===== config.mk =====
export PLATFORM = sky130hd
export DESIGN_NAME = k12_alu_seq
export DESIGN_NICKNAME = d
export VERILOG_FILES = /design/src/rtl/k12_alu_seq.sv
export SDC_FILE = /design/constraint.sdc
export NUM_CORES = 1
export LEC_CHECK = 0
export ABC_CLOCK_PERIOD_IN_PS = 4100
export CAP_MARGIN = 10
export CORE_ASPECT_RATIO = 0.6
export CORE_MARGIN = 2
export CORE_UTILIZATION = 50
export CTS_CLUSTER_DIAMETER = 150
export DETAILED_ROUTE_END_ITERATION = 10
export PLACE_DENSITY = 0.76
export SLEW_MARGIN = 30
export SYNTH_ARGS = -nofsm -noshare
export SYNTH_HDL_FRONTEND = slang
export SYNTH_SLANG_ARGS = --single-unit

===== constraint.sdc =====
create_clock -name clk -period 4.1 [get_ports clk]
set_input_delay 0.82 -clock clk [delete_from_list [all_inputs] [get_ports clk]]
set_output_delay 0.82 -clock clk [all_outputs]
set_load 0.01 [all_outputs]

===== src/rtl/k12_alu_seq.sv =====
// k12_alu_seq: clocked K12 execute-stage ALU with a registered flag file,
// carry-chained arithmetic, serial multi-bit shifts and an optional
// shift-add multiplier behind a start/busy/done handshake.
// Optional feature: define K12_ALU_MUL_EN to build the multiplier (ops 12/13);
// without it those ops complete in one cycle as PASS.
module k12_alu_seq #(
  parameter int WIDTH = 8,
  parameter int SHW   = $clog2(WIDTH)
) (
  input  logic             clk,
  input  logic             reset_n,
  input  logic             start,
  input  logic [3:0]       op,
  input  logic [WIDTH-1:0] a,
  input  logic [WIDTH-1:0] b,
  input  logic [WIDTH-1:0] imm,
  input  logic             imm_sel,
  input  logic [2:0]       cond_sel,
  input  logic             cond_inv,
  output logic [WIDTH-1:0] res,
  output logic             busy,
  output logic             done,
  output logic             flag_z,
  output logic             flag_n,
  output logic             flag_c,
  output logic             flag_v,
  output logic             cond
);

  localparam logic [3:0] OP_AND  = 4'd1;
  localparam logic [3:0] OP_OR   = 4'd2;
  localparam logic [3:0] OP_XOR  = 4'd3;
  localparam logic [3:0] OP_ADD  = 4'd4;
  localparam logic [3:0] OP_SUB  = 4'd5;
  localparam logic [3:0] OP_ASR1 = 4'd6;
  localparam logic [3:0] OP_MOVB = 4'd7;
  localparam logic [3:0] OP_ADC  = 4'd8;
  localparam logic [3:0] OP_SBB  = 4'd9;
  localparam logic [3:0] OP_SHL  = 4'd10;
  localparam logic [3:0] OP_SHR  = 4'd11;
  localparam logic [3:0] OP_MUL  = 4'd12;
  localparam logic [3:0] OP_MULH = 4'd13;

`ifdef K12_ALU_MUL_EN
  localparam logic MUL_EN = 1'b1;
`else
  localparam logic MUL_EN = 1'b0;
`endif

  typedef enum logic [1:0] {IDLE, RUN, DONE} state_t;

  state_t           state, state_nx;
  logic [3:0]       op_q;
  logic [WIDTH-1:0] bi, bi_q, acc, hi;
  logic [SHW:0]     cnt;
  logic             accept, is_shift, is_mul, multi, last;
  logic [WIDTH-1:0] add_y;
  logic             add_cin;
  logic [WIDTH:0]   add_sum;
  logic [WIDTH-1:0] s_res;
  logic             s_c, s_v;
  logic [WIDTH:0]   mul_sum;
  logic [WIDTH-1:0] step_acc, step_hi, step_res;
  logic             step_c;
  logic             sel_c;

  assign bi       = imm_sel ? imm : b;
  assign accept   = start && (state != RUN);
  assign is_shift = (op == OP_SHL) || (op == OP_SHR);
  assign is_mul   = MUL_EN && ((op == OP_MUL) || (op == OP_MULH));
  // A zero shift count has nothing to iterate, so it finishes like a PASS.
  assign multi    = (is_shift && (bi[SHW-1:0] != '0)) || is_mul;
  assign last     = (cnt == (SHW+1)'(1));
  assign busy     = (state == RUN);
  assign done     = (state == DONE);

  // Adder operand and carry-in selection shared by ADD/SUB/ADC/SBB.
  always_comb begin
    // NOTE: every always_comb output gets a default first so no path leaves it unassigned (no latch).
    add_y   = bi;
    add_cin = 1'b0;
    case (op)
      OP_SUB:  begin add_y = ~bi; add_cin = 1'b1;   end
      OP_ADC:  add_cin = flag_c;
      OP_SBB:  begin add_y = ~bi; add_cin = flag_c; end
      default: ;
    endcase
    add_sum = {1'b0, a} + {1'b0, add_y} + {{WIDTH{1'b0}}, add_cin};
  end

  // Single-cycle result and C/V values; C and V default to their held values.
  always_comb begin
    s_res = a;
    s_c   = flag_c;
    s_v   = flag_v;
    case (op)
      OP_AND:  s_res = a & bi;
      OP_OR:   s_res = a | bi;
      OP_XOR:  s_res = a ^ bi;
      OP_ADD, OP_SUB, OP_ADC, OP_SBB: begin
        s_res = add_sum[WIDTH-1:0];
        s_c   = add_sum[WIDTH];
        s_v   = (a[WIDTH-1] == add_y[WIDTH-1]) && (add_sum[WIDTH-1] != a[WIDTH-1]);
      end
      OP_ASR1: begin
        s_res = {a[WIDTH-1], a[WIDTH-1:1]};
        s_c   = a[0];
      end
      OP_MOVB: s_res = bi;
      default: s_res = a;  // PASS, reserved, zero-count shift, MUL without multiplier
    endcase
  end

  // One iteration of the serial shifter or the shift-add multiplier.
  always_comb begin
    mul_sum  = {1'b0, hi} + (acc[0] ? {1'b0, bi_q} : '0);
    step_acc = acc;
    step_hi  = hi;
    step_c   = flag_c;
    case (op_q)
      OP_SHL: begin
        step_acc = {acc[WIDTH-2:0], 1'b0};
        step_c   = acc[WIDTH-1];
      end
      OP_SHR: begin
        step_acc = {1'b0, acc[WIDTH-1:1]};
        step_c   = acc[0];
      end
      OP_MUL, OP_MULH: begin
        step_acc = {mul_sum[0], acc[WIDTH-1:1]};
        step_hi  = mul_sum[WIDTH:1];
      end
      default: ;
    endcase
    step_res = (op_q == OP_MULH) ? step_hi : step_acc;
  end

  // State register.
  always_ff @(posedge clk) begin
    // NOTE: sequential state uses non-blocking assignments so all registers update together at the edge.
    if (!reset_n) state <= IDLE;
    else          state <= state_nx;
  end

  // Next-state logic: accept in IDLE/DONE, iterate in RUN until the count is spent.
  always_comb begin
    state_nx = state;
    case (state)
      RUN:     if (last) state_nx = DONE;
      default: begin
        if (accept) state_nx = multi ? RUN : DONE;
        else        state_nx = IDLE;
      end
    endcase
  end

  // Datapath: capture on accept, iterate in RUN, write result and flags on completion.
  always_ff @(posedge clk) begin
    if (!reset_n) begin
      // NOTE: working registers are reset too; the abort path must not leave a half-finished operation behind.
      res    <= '0;
      flag_z <= 1'b0;
      flag_n <= 1'b0;
      flag_c <= 1'b0;
      flag_v <= 1'b0;
      op_q   <= '0;
      bi_q   <= '0;
      acc    <= '0;
      hi     <= '0;
      cnt    <= '0;
    end else if (state == RUN) begin
      acc <= step_acc;
      hi  <= step_hi;
      cnt <= cnt - (SHW+1)'(1);
      if (last) begin
        res    <= step_res;
        flag_z <= (step_res == '0);
        flag_n <= step_res[WIDTH-1];
        flag_c <= step_c;
      end
    end else if (accept) begin
      op_q <= op;
      bi_q <= bi;
      acc  <= a;
      hi   <= '0;
      cnt  <= is_mul ? (SHW+1)'(WIDTH) : {1'b0, bi[SHW-1:0]};
      if (!multi) begin
        res    <= s_res;
        flag_z <= (s_res == '0);
        flag_n <= s_res[WIDTH-1];
        flag_c <= s_c;
        flag_v <= s_v;
      end
    end
  end

  // Condition decode from the registered flags.
  always_comb begin
    sel_c = flag_z;
    case (cond_sel)
      3'd0: sel_c = flag_z;
      3'd1: sel_c = flag_n;
      3'd2: sel_c = ~flag_c;
      3'd3: sel_c = flag_v;
      3'd4: sel_c = flag_c;
      3'd5: sel_c = ~flag_c | flag_z;
      3'd6: sel_c = flag_n ^ flag_v;
      3'd7: sel_c = (flag_n ^ flag_v) | flag_z;
      default: ;
    endcase
  end

  assign cond = sel_c ^ cond_inv;

endmodule

# After elaboration in Yosys (flattened, before gate mapping)
# Cells that the tools add are included.
[classes]
n_bitwise = 11
multipliers = 0
n_reduce_logical = 18
magnitude_cmp = 0
n_eq_ne = 31
div = 0
shifts = 0
mux = 37
n_addsub = 4
[ops]
columns = ["cell", "n"]
rows = [
  ["$mux W8", 13],
  ["$pmux W8 S6", 1],
  ["$eq A4 B4 Y1 const B", 8],
  ["$pmux W8 S3", 1],
  ["$add A8 B8 Y9", 2],
  ["$eq A4 B3 Y1 const B", 4],
  ["$logic_not A8 Y1", 2],
  ["$eq A3 B3 Y1 const B", 4],
  ["$mux W1", 12],
  ["$add A9 B1 Y9", 1],
  ["$and A8 B8 Y8", 1],
  ["$eq A4 B1 Y1 const B", 2],
  ["$eq A4 B2 Y1 const B", 2],
  ["$mux W2", 4],
  ["$mux W4", 2],
  ["$not A8 Y8", 1],
  ["$or A8 B8 Y8", 1],
  ["$pmux W1 S8", 1],
  ["$xor A8 B8 Y8", 1],
  ["$eq A3 B2 Y1 const B", 2],
  ["$pmux W1 S2", 3],
  ["$reduce_bool A3 Y1", 2],
  ["$reduce_or A2 Y1", 3],
  ["$reduce_and A5 Y1", 1],
  ["other kinds (20)", 27],
]
[totals]
n_memories = 0
out_inout_bits = 15
register_bits = 46
mem_bits_ro = 0
wordCells = 112
inputBits = 36
latchBits = 0
mem_bits_rw = 0

# Logic depth before layout (Yosys ltp)
[depth]
depth_word = 10
depth_mapped = 14

# Worst setup path before layout
# No wires, ideal clock.
[synth_timing]
kind = "input-to-reg"
start = "input port op[2]"
end = "register flag_z"
setup_ps = 57
t_required_ps = 4043
path_buffers = 1
t_arrival_ps = 3961
path_stages = 14
path_slack_ps = 81
path_cell_list = "buf_2 > xor2_1 > nand2_1 > nor2_2 > xnor2_1 > fa_1 > fa_1 > a211oi_1 > o21ai_0 > a21o_1 > a311oi_1 > o2111ai_1 > o21ai_1 > a21o_1"
[synth_via]
elab_chain_cells = 10
elab_cells_between_ends = 27
classes_between = "add/sub (2); eq/ne (12); mux (6); reduce/logical (7)"
[synth_rtl]
columns = ["element", "line", "source"]
rows = [
  ["start: declaration", "13", "input logic [3:0] op,"],
  ["$eq A4 B3 Y1 / $eq A4 B4 Y1 (equally long branches)", "82, 96", ""],
  ["$reduce_or A2 Y1 (no source line)", "--", ""],
  ["$mux W8", "--", ""],
  ["$add A8 B8 Y9", "88", "add_sum = {1'b0, a} + {1'b0, add_y} + {{WIDTH{1'b0}}, add_cin};"],
  ["$add A9 B1 Y9", "88", ""],
  ["$pmux W8 S6", "96", "case (op)"],
  ["$logic_not A8 Y1", "189", "flag_z <= (s_res == '0);"],
  ["$mux W1", "187", "if (!multi) begin"],
  ["$mux W1", "181", "end else if (accept) begin"],
  ["$mux W1", "171", "end else if (state == RUN) begin"],
  ["end signal: assignment", "177", "flag_z <= (step_res == '0);"],
  ["end signal: assignment", "189", ""],
  ["end: declaration", "23", "output logic flag_z,"],
]
# Several ways; a longest one is shown, not always the timed one. The select of a mux whose other input is x is not followed.
# A chain may end at the register's enable or synchronous reset.

# Final worst setup path
# Same ends and word-level chain as after synthesis.

==> impl_results.md <==
- Post-synth cell types: 74
- Die footprint: 0.00931 mm²
- Setup violations, final: 0
- Largest net degree at the start of global routing: 38
- Setup TNS: 0 ns
- Number of buffers inserted to repair setup after CTS: 0
- First-pass GRT wire length: 21700 µm
- Worst-Skew Late Latency: 0.29 ns
- Type of the tightest min-delay check: flop to flop
- Final weighted congestion in routability-driven placement: between 0.9 and 1
- Final hold violation count: 0
- Minimum setup slack among reg-to-reg paths: 1.20 ns
- Worst slew slack as a fraction of its limit: 51.6%
- Destination of the critical timing path: flag_z
- CTS tree: yes
- Fin nets: 677
- Peak-usage layer in the global routing report: met2
- Post-synth top area cell: dfxtp_1
- DRC errors left: 0
- Reg-to-reg endpoint: flag_z
- Worst Reg-to-Reg Cells: 13
- Number of vias after detailed routing: 4623
- Kind of launch point of the worst setup path: primary input
- Total inserted antenna cells: 0
- Total track usage: 30.4%
- Mean post-synth cell area: 7.77 µm²
- Critical path depth in cells: 16
- Type of the worst setup path: primary input to flop
- Fin. max-slew vios: 0
- Beginning of the worst register-to-register path: flag_c
- Number of placement rows: 26
- Cell area power density: 268 mW/mm²
- Via-to-Cell Ratio: about 6.5
- Clock sink count: 45
- PortBufs: 50
- Number of levels in the clock H-tree: 2
- Post-Route Skew: ~0.0091 ns
- Yosys top cell area share: 21.1%
- Iteration-0 DRC count of the detailed router: 580
- RSZ-0062 raised after global routing: false
- Number of nets with antenna violations after routing: 0
- Synth top area cells: dfxtp_1 (21%), ha_1 (9.7%), a21oi_1 (4.6%)
- Number of max-cap violations: 0
- Number of warnings printed during yosys synthesis: 0
- Worst Setup SP: op[2]
- Height of the chip: ~76 µm
- Synthesis-stage register bit count: 45
- Largest vdd supply drop: ~160 µV
- Met1 capacity usage during global routing: 44.7%
- Global-route track usage on met2: between 40% and 50%
- Cell count after synthesis: 549
- Critical path's largest stage delay: 0.51 ns
- Met3 GRT Util: 7.56%
- Core box area: between 0.008 and 0.009 mm²
- Slowest stage cell, crit path: clkdlybuf4s50_1
- Clk root buf: clkbuf_16
- Cell family with most CP delay: adder cells
- Endpoint type of the worst setup path: flop
- Clock Tree Buf Depth: 2
- Mapped Nets: 621
- Period utilisation layout: 93.6%
- Global route overflow: 0
- Highest clock rate: ~260 MHz
- Starting density of the core: approximately 51%
- Share of cells above drive strength 1: 10.1%
- Number of iterations in the first detailed-routing pass: 5
- Worst-path fanout max: 2
- Boundary pin count: just over 50
- Area growth syn-to-layout: 20.4%
- Arrival time at the worst endpoint: 4.07 ns
- Detail Placement HPWL: 10600 µm
- Synthesized cell area: 0.00427 mm²
- Actual slew at the worst max-slew pin: 0.722 ns
- Clock slew seen by the registers of the worst setup and hold paths: 0.06 ns
- Most instantiated flip-flop cell in the synthesis netlist: dfxtp_1
- Width of the chip: roughly 120 µm
- LEAKAGE: 2.06 nW
- TritonCTS buffer count: 5
- Status: completed
- Post-layout power: 0.00138 W
- Ordered list of cells on the worst path: clkdlybuf4s50_1 -> xor2_1 -> nand2_1 -> nor2_2 -> xnor2_1 -> fa_1 -> fa_2 -> buf_4 -> a21o_1 -> a211oi_1 -> nor3_1 -> o41ai_2 -> buf_4 -> nand4_1 -> o21ai_1 -> a21o_1
- Detail-routed net length per standard cell: ~20 µm
- Top cells by instance count after synthesis: nor2_1 (50), dfxtp_1 (45), a21oi_1 (39)
- Crit path buf inv count: 3
- Data required time at the worst endpoint: between 4 and 5 ns
- Number of flops mapped to enable cells by yosys: 0
- Number of antenna violations at the first check in global routing: 0
- Final period demand of the worst path: between 3 and 4 ns
- WL final: around 14000 µm
- Utilization after layout: 61.2%
- Async set-or-reset flop fraction in the synthesized netlist: 0%
- Vias in the first global route: just over 4000
- Cell with the most instances after synthesis: nor2_1
- Fraction of the yosys area taken by sequential cells: 21.1%
## cell usage in the layout (no fill, tap or decap), types with 6 or more instances in the layout
master,Yosys,final
o21ai_0,33,33
buf_4,3,32
and2_1,14,14
nor2_1,50,50
a21oi_1,39,39
a31oi_1,11,11
nand2_1,34,34
nand3_1,17,17
clkdlybuf4s50_1,0,50
nor3b_1,7,7
o211ai_1,11,11
xor2_1,6,6
a22oi_1,7,7
inv_1,24,24
nor3_1,12,12
ha_1,33,33
nand2b_1,9,9
a211oi_1,24,23
xnor2_1,13,13
nand3b_1,7,7
nor2b_1,10,10
mux2i_1,14,14
dfxtp_1,45,45
## worst reg2reg max path, delay by kind of cell, from the launching register on
family	cells	cell delay (ns)
buffers and inverters	2	0.33
flip-flops	1	0.42
AND/OR/NAND/NOR	3	0.33
AO/OA/AOI/OAI	6	0.93
adder cells (fa/ha/maj)	2	0.85
## metal layers
| metal | up-vias | part of all wire (%) |
|---|---|---|
| li1 | 2148 | - |
| met1 | 2166 | 47 |
| met2 | 279 | 40 |
| met3 | 30 | 11 |
| met4 | 0 | 1.3 |
| met5 | - | 0 |
## through the flow
| step | setup WS (ns) | hold slack, ns | cell area [µm²] | std cells |
|---|---|---|---|---|
| after floorplan | 0.0814 | 0.448 | 4270 | 549 |
| after global placement | 0.00332 | 0.440 | 4980 | 710 |
| final | 0.264 | 0.457 | 5130 | 716 |
| after CTS | 0.150 | 0.462 | 5110 | 716 |
| after detailed placement | -0.136 | 0.454 | 4980 | 710 |
| after global routing | 0.0181 | 0.480 | 5130 | 716 |
## where the power goes
part           switching [W]  leakage, nW  internal, W
combinational       0.000272         1.63     0.000225
clock               0.000167       0.0655     0.000218
sequential         0.0000313        0.370     0.000465
## area by class of cell
type                       instances  area (µm²)
clock buffer                       5         125
clock inverter                     1        5.00
fill                             757        3260
inverter                          29         111
multi-input combinational        442        3110
sequential                        45         901
tap                              112         140
timing repair buffer              82         741
## worst min-delay path by stage
stage / start / endpoint / slack, ns / depth (start not counted)
finish: res[0] / res[0] / 0.46 / 2
global route: res[0] / res[0] / 0.48 / 2
CTS: res[0] / res[0] / 0.46 / 2
detailed placement: res[0] / res[0] / 0.45 / 2
global placement: res[0] / res[0] / 0.44 / 2
floorplan: hi[4] / hi[4] / 0.45 / 2
## kinds of logic (layout without fill, tap and decap cells)
family | after synthesis | after routing | share of synthesized area [%]
fa+ha+maj | 36 | 36 | 11.1
buf+inv | 62 | 117 | 6.45
xor+xnor | 19 | 19 | 3.90
simple gates | 184 | 184 | 22.6
mux | 20 | 20 | 5.46
compound gates | 183 | 183 | 29.4
flops | 45 | 45 | 21.1
## registers in the layout, indices dropped and copies added, names as in the netlist
name    count
acc         8
state       2
cnt         4
flag_c      1
res         8
hi          8
bi_q        8
flag_z      1
op_q        4
flag_v      1
## what timing repair did
item / 4_1_cts / 5_1_grt
hold buffers: 0 / 0
setup endpoints to repair: 0 / 3
resized for setup: 0 / 5
No activity file was read; power rests on OpenSTA's default activity.
==> patch (config.mk and constraints unchanged) <==
Change the parameter `WIDTH` from 8 to 16.
--- a/src/rtl/k12_alu_seq.sv
+++ b/src/rtl/k12_alu_seq.sv
@@ -4,7 +4,7 @@
 // Optional feature: define K12_ALU_MUL_EN to build the multiplier (ops 12/13);
 // without it those ops complete in one cycle as PASS.
 module k12_alu_seq #(
-  parameter int WIDTH = 8,
+  parameter int WIDTH = 16,
   parameter int SHW   = $clog2(WIDTH)
 ) (
   input  logic             clk,
Interface: changed (resized a, b, imm and res); port bits go from 51 to 83. The function was not compared with the original's and may differ.
==> patch against the unedited design <==
First-iteration DRC count grew 73%; combinational power grew 91%; wire length grew 86%; clock skew shrank 0.0039 ns; design area grew 83%; core utilization grew 3.7 points; area after synthesis grew 74%; sequential cell count grew 33; power grew 88%; setup slack lost 0.13 ns; largest power group unchanged.
==> patch: results (changes against the unedited design) <==
stage	metric	value	unit	change
place	Final GP Congestion	0.9960		+2.3%
logic_synthesis	XOR/XNOR share of the synthesized area	4.476	%	+0.57 points
timing	max_slew headroom	34.03	%	-18 points
logic_synthesis	mux share of post-synthesis cell area	5.014	%	-0.44 points
logic_synthesis	compound-gate portion of the synthesized area	27.90	%	-1.5 points
critical_path	CP top delay family	simple AND/OR/NAND/NOR gates		
place	hpwl dp	20280	µm	+92%
clock_network	H-tree levels	3		+1
finish	Layout area overhead	26.57	%	
finish	clock network share of area	3.071	%	+0.54 points
logic_synthesis	top post-synthesis cells by area	dfxtp_1, ha_1, nor2_1		
finish	Fillers	1234		+63%
drt	vias per inst	6.238		-3.4%
global_routing	wire length of the first global-routing pass	40900	µm	+89%
hold_path	Min-Delay Endpoint	hi[0]		
logic_synthesis	top post-synthesis cells by count	nor2_1, dfxtp_1, a21oi_1		
drt	post-DR wirelength/cell	19.99	µm	+2.3%
place	placed cell area	9065	µm²	+82%
critical_path	maximum fanout along the worst path	3		+1
global_routing	pin count of the biggest net entering global routing	41		+7.9%
global_routing	All-Layer GR Usage	32.67	%	+2.3 points
timing	Clock Skews	0.005254	ns	-0.003869 ns
finish	Non-clock buffer share	17.43	%	+3.0 points
hold_path	Hold Crit Start	hi[0]		
finish	#MultiIn Comb	775		+75%
critical_path	Worst R2R Setup Slack	0.49	ns	-0.71 ns
logic_synthesis	#FFs+latches synth	78		+73%
critical_path	critical path's slowest cell	fa_2		
run_status	status	complete, no violations		
place	port buffer count	82		+64%
finish	nets	1226		+81%
power	Max IR drop VDD	0.1891	mV	+15%
logic_synthesis	sequential area share after synthesis	21.00	%	-0.12 points
power	P_leak	4.047	nW	+96%
finish	share of cells above drive strength 1	14.32	%	+4.2 points
clock_network	worst-skew pair later-pin latency	0.34	ns	+0.05 ns
-- patch: cell types whose count changed after synthesis, sizes merged, moves of 14 or more --
cell,unedited run,this run
buf,19,33
clkbuf,14,36
nor2,51,109
xnor2,13,31
a21oi,39,67
inv,28,46
mux2i,17,35
a211oi,24,55
a222oi,1,16
dfxtp,45,78
nand2,34,67
ha,33,65
-- patch: worst max path at each step --
stage,to,slack (ns),depth (start not counted)
finish,flag_z,0.14,14
global route,flag_c,0.004,14
CTS,flag_c,0.04,16
detailed placement,flag_z,-0.64,17
global placement,flag_c,-0.58,16
floorplan,flag_c,-0.28,18
-- patch: per-layer routing --
layer  global-route usage, %  wire (µm)  share of wire, %  up-vias
li1                        -          -                 -     3844
met1                   49.05      12200                47     3790
met2                   44.15       9911                38      439
met5                       0          0                 0        -
met3                   11.03       3354                13       43
met4                   8.036        543               2.1        0
-- patch: kinds of logic (layout without fill, tap and decap cells) --
logic type                 after synthesis  in the layout
adders and majority gates               68             68
and+or+nand+nor                        341            341
xor gates and xnor gates                38             38
muxes                                   37             37
DFF                                     78             78
buffers and inverters                  116            250
AOI/OAI and AO/OA                      291            291
-- patch: power breakdown --
part / leakage [nW] / total (mW) / switching, mW / internal (mW)
combinational: 3.27 / 0.951 / 0.497 / 0.454
sequential: 0.640 / 0.860 / 0.0559 / 0.804
clock: 0.135 / 0.783 / 0.322 / 0.461
-- patch: metrics by stage --
step	setup TNS, ns	setup slack [ns]
2_1_floorplan	-0.8829	-0.2825
3_3_place_gp	-5.926	-0.5765
3_5_place_dp	-7.135	-0.6358
4_1_cts	0	0.04300
5_1_grt	0	0.004198
6_report	0	0.1386
-- patch: timing repair --
item	CTS	global route
resized for setup	6	14
pin swaps	2	4
buffers inserted	1	2
setup endpoints to repair	12	12
cloned	0	0
